`src/rtl/rom_fetch_sequencer.sv`:
```
// Instruction-fetch sequencer for the 10-bit core: walks the program ROM, folds
// unconditional jumps, honours branch redirects and stops on the halt word.
module rom_fetch_sequencer (
    input  logic        clk,
    input  logic        rst_n,
    input  logic        start,
    output logic [9:0]  rom_addr,
    input  logic [9:0]  rom_data,
    output logic [9:0]  instr,
    output logic [9:0]  instr_pc,
    output logic        instr_valid,
    input  logic        instr_ready,
    input  logic        redirect,
    input  logic [9:0]  redirect_pc,
    output logic        halted,
    output logic [15:0] instr_count
);

    localparam int unsigned AW = 10;
    localparam int unsigned DW = 10;
    localparam int unsigned CW = 16;

    localparam logic [AW-1:0] RESET_PC  = 10'd0;
    localparam logic [DW-1:0] HALT_WORD = 10'b0010000010;
    localparam logic [3:0]    JUMP_OP   = 4'b1000;

    typedef enum logic [1:0] {
        IDLE = 2'd0,
        RUN  = 2'd1,
        HALT = 2'd2
    } state_t;

    state_t        state;
    logic [AW-1:0] pc;

    logic xfer_c;
    logic load_c;
    logic is_halt_c;
    logic is_jump_c;

    assign rom_addr  = pc;
    assign xfer_c    = instr_valid && instr_ready;
    assign load_c    = (state == RUN) && !redirect && (!instr_valid || instr_ready);
    assign is_halt_c = (rom_data == HALT_WORD);
    assign is_jump_c = (rom_data[9:6] == JUMP_OP);

    // Single sequential process: state, pc, output buffer and transfer counter.
    always_ff @(posedge clk or negedge rst_n) begin
        if (!rst_n) begin
            state       <= IDLE;
            pc          <= RESET_PC;
            instr       <= '0;
            instr_pc    <= '0;
            instr_valid <= 1'b0;
            halted      <= 1'b0;
            instr_count <= '0;
        end else begin
            // Every handshake counts, including one coinciding with a flush.
            if (xfer_c && (instr_count != {CW{1'b1}})) begin
                instr_count <= instr_count + CW'(1);
            end

            case (state)
                IDLE, HALT: begin
                    if (start) begin
                        state       <= RUN;
                        pc          <= RESET_PC;
                        instr_valid <= 1'b0;
                        halted      <= 1'b0;
                        instr_count <= '0;
                    end
                end

                RUN: begin
                    if (redirect) begin
                        pc          <= redirect_pc;
                        instr_valid <= 1'b0;
                    end else if (load_c) begin
                        if (is_halt_c) begin
                            state       <= HALT;
                            halted      <= 1'b1;
                            instr_valid <= 1'b0;
                        end else if (is_jump_c) begin
                            pc          <= {4'b0000, rom_data[5:0]};
                            instr_valid <= 1'b0;
                        end else begin
                            instr       <= rom_data;
                            instr_pc    <= pc;
                            instr_valid <= 1'b1;
                            pc          <= pc + AW'(1);
                        end
                    end
                end

                default: begin
                    state       <= IDLE;
                    instr_valid <= 1'b0;
                    halted      <= 1'b0;
                end
            endcase
        end
    end

endmodule

```
`config.mk`:
```
export PLATFORM = sky130hd
export DESIGN_NAME = rom_fetch_sequencer
export DESIGN_NICKNAME = d
export VERILOG_FILES = /design/src/rtl/rom_fetch_sequencer.sv
export SDC_FILE = /design/constraint.sdc
export NUM_CORES = 1
export LEC_CHECK = 0
export CAP_MARGIN = 40
export CELL_PAD_IN_SITES_DETAIL_PLACEMENT = 2
export CELL_PAD_IN_SITES_GLOBAL_PLACEMENT = 2
export CORE_MARGIN = 2
export CORE_UTILIZATION = 29
export DETAILED_ROUTE_END_ITERATION = 7
export HOLD_SLACK_MARGIN = 0.08
export PLACE_DENSITY = 0.82
export SYNTH_ARGS = -nofsm -noshare
export SYNTH_HDL_FRONTEND = slang
export SYNTH_SLANG_ARGS = --single-unit
export TNS_END_PERCENT = 100
```
`constraint.sdc`:
```
create_clock -name clk -period 2.2 [get_ports clk]
set_clock_uncertainty 0.15 [all_clocks]
set_input_delay 0.33 -clock clk [delete_from_list [all_inputs] [get_ports clk]]
set_output_delay 0.33 -clock clk [all_outputs]
set_load 0.1 [all_outputs]
```
==> impl_metrics.env <==
export IMPL_utilization_pct=43.4
export IMPL_status="finished clean"
export IMPL_die_area_sq_um=9370
export IMPL_grt_max_degree=28
export IMPL_yosysTopAreaCellShare_pct=49.1
export IMPL_tightest_slew_ps=592
export IMPL_synth_area_leaders="dfrtp_1 49%, mux2_2 8.6%, nor2_1 4.4%, xor2_1 4.2%, nand2_1 4.1%"
export IMPL_drc=0
export IMPL_total_power_mw=4.20
export IMPL_ys_seq_elements=49
export IMPL_max_freq_ghz=0.477
export IMPL_power_density_nw_per_um2=1170
export IMPL_fillers=897
export IMPL_cts_root_buf="clkbuf_8"
export IMPL_path_clk_slew_ps=90
export IMPL_drive_gt1_share_pct=38.0
export IMPL_synth_edf_count=0
export IMPL_final_cells=452
export IMPL_ys_seq_area_share_pct=49.1
export IMPL_holdWs_ps=364
export IMPL_antenna_found_initial=0
export IMPL_hold_class="flop to flop"
export IMPL_slowest_stage="or4b_4"
export IMPL_dp_cells=443
export IMPL_first_pass_iters=4
export IMPL_synth_simple_area_share_pct=19.0
export IMPL_io_pins=73
export IMPL_core_area_sq_um=8300
export IMPL_grt_usage_pct=17.8
export IMPL_max_cap_viol_count=0
export IMPL_final_hold_viol_count=0
export IMPL_cp_top_family="simple AND/OR/NAND/NOR gates"
export IMPL_arrival_ps=2140
export IMPL_cp_required_ps=2240
export IMPL_synthArstFlopShare_pct=100
export IMPL_layout_commonest_cell="buf_4"
export IMPL_synthAdderAreaFrac_pct=1.00
export IMPL_clockBufferDepth=2
export IMPL_setup_viol=0
export IMPL_ys_types=43
export IMPL_clock_sinks=49
export IMPL_period_needed_ps=2100
export IMPL_routed_wl_mm=8.25
export IMPL_dpl_hpwl_mm=6.33
export IMPL_postSynthCellCount=244
export IMPL_drv_slew=0
export IMPL_syn_area_sq_um=2500
export IMPL_synthesis_nets=271
export IMPL_syn2layout_area_growth_pct=44.1
export IMPL_path_buf_inv=0
export IMPL_vias=2326
export IMPL_avgSynthCellArea_sq_um=10.2
export IMPL_n_antenna_cell=0
export IMPL_synth_top_family_by_area="simple AND/OR/NAND/NOR gates"
export IMPL_vias_per_cell=5.15
export IMPL_synth_xor_area_share_pct=5.96
export IMPL_crit_type="flop to flop"
export IMPL_yosysTopAreaCell="dfrtp_1"
export IMPL_cp_max_fo=11
export IMPL_io_buffers=72
export IMPL_slew_headroom_pct=60.5
export IMPL_overflow=0
export IMPL_layout_common_cells="76 x buf_4, 30 x dfrtp_1, 29 x nor2_1, 27 x nand2_1, 22 x clkdlybuf4s50_1"
export IMPL_end_kind="flop"
export IMPL_insertion_delay_ps=290
export IMPL_die_x_um=96.8
export IMPL_place_gp_congestion=0.802
export IMPL_synth_compound_area_share_pct=11.9
export IMPL_rsz0062_at_grt="false"
export IMPL_p_leak_nw=1.59
export IMPL_first_global_vias=2623
export IMPL_cts_buffers=5
export IMPL_period_share_pct=95.3
export IMPL_path_cells="ha_4 > nand3_2 > or4b_4 > o21bai_1 > mux2i_1 > nor2_1"
export IMPL_nNetsFinal=373
export IMPL_cts_tree="done"
export IMPL_synthMuxAreaShare_pct=9.77
export IMPL_postPlaceCellArea_sq_um=3490
export IMPL_h_tree_depth=2
export IMPL_synth_ff_type="dfrtp_1"
export IMPL_ant_nets=0
export IMPL_yosysWarnings=0
export IMPL_die_h_um=96.8
export IMPL_initialDrtViolationCount=72
export IMPL_start_util_pct=30.1
export IMPL_fin_area_sq_um=3600
export IMPL_startpoint_type="flop"
export IMPL_post_drt_wl_per_cell_um=18.2
export IMPL_peakVddDrop_uv=795
export IMPL_critPathMaxStageDelay_ps=590
export IMPL_rows=33
export IMPL_grt_pass1_wl_mm=13.6
## cell type report
cell class	instances	area (sq um)	area share, %
timing repair buffer	104	878	24.4
multi-input combinational	180	1220	33.8
sequential	49	1260	35.2
inverter	6	22.5	0.626
tap	105	131	3.65
clock inverter	1	7.51	0.209
clock buffer	7	76.3	2.12
## synth_stat cells, drive strengths merged (2+ instances only)
cell	count
a211oi	2
a21oi	9
a22oi	3
and3	6
and4	2
buf	5
clkbuf	4
dfrtp	49
ha	2
inv	6
mux2	19
mux2i	3
nand2	27
nand3	8
nand4	5
nor2	29
nor2b	3
nor3	3
nor4	2
o211ai	3
o21ai	16
o21bai	3
o221ai	2
or3	2
or4b	2
xnor2	5
xor2	12
## registers in the layout, indices dropped and copies added, names as in the netlist
signal,count
halted,1
instr,10
instr_count,16
instr_pc,10
instr_valid,1
rom_addr,10
state,1
## repair_timing
action | 4_1_cts | 5_1_grt
hold buffers | 1 | 0
resized for setup | 2 | 2
setup buffers | 0 | 0
endpoints found under the hold margin | 22 | 0
setup endpoints to repair | 21 | 5
## layer usage
metal | GRT usage (%) | vias up | routed length (um)
met4 | 4.23 | 0 | 120
met5 | 0 | - | 0
met1 | 21.2 | 1183 | 3390
met3 | 3.18 | 10 | 358
met2 | 33.0 | 64 | 4380
li1 | - | 1069 | -
## path summary, 6_finish.rpt
| kind | from | endpoint | slack, ps | cells past startpoint |
|---|---|---|---|---|
| min | instr_pc[1] | instr_pc[1] | 360 | 1 |
| max in group asynchronous | rst_n | instr_count[1] | 900 | 3 |
| min reg2reg | instr_pc[1] | instr_pc[1] | 360 | 1 |
| min in group asynchronous | rst_n | instr_count[2] | 410 | 2 |
| max reg2reg | instr_count[1] | instr_count[1] | 100 | 6 |
| max | instr_count[1] | instr_count[1] | 100 | 6 |
## kinds of logic (layout without fill, tap and decap cells)
| family | after synthesis | in the layout |
|---|---|---|
| fa+ha+maj | 2 | 2 |
| simple gates | 94 | 94 |
| xor+xnor | 17 | 17 |
| flops | 49 | 49 |
| buf+inv | 15 | 118 |
| compound gates | 45 | 45 |
| mux | 22 | 22 |
## stage by stage
step	setup slack [ps]	TNS, ps
3_5_place_dp	-338	-8790
5_1_grt	18.2	0
4_1_cts	72.7	0
6_report	102	0
3_3_place_gp	-268	-7010
2_1_floorplan	-5.45	-5.45
## power breakdown
group | internal, mW | switching (mW)
Combinational | 0.559 | 1.79
Clock | 0.226 | 0.296
Sequential | 1.11 | 0.215
Total | 1.90 | 2.30
(Power assumes the default switching activity.)
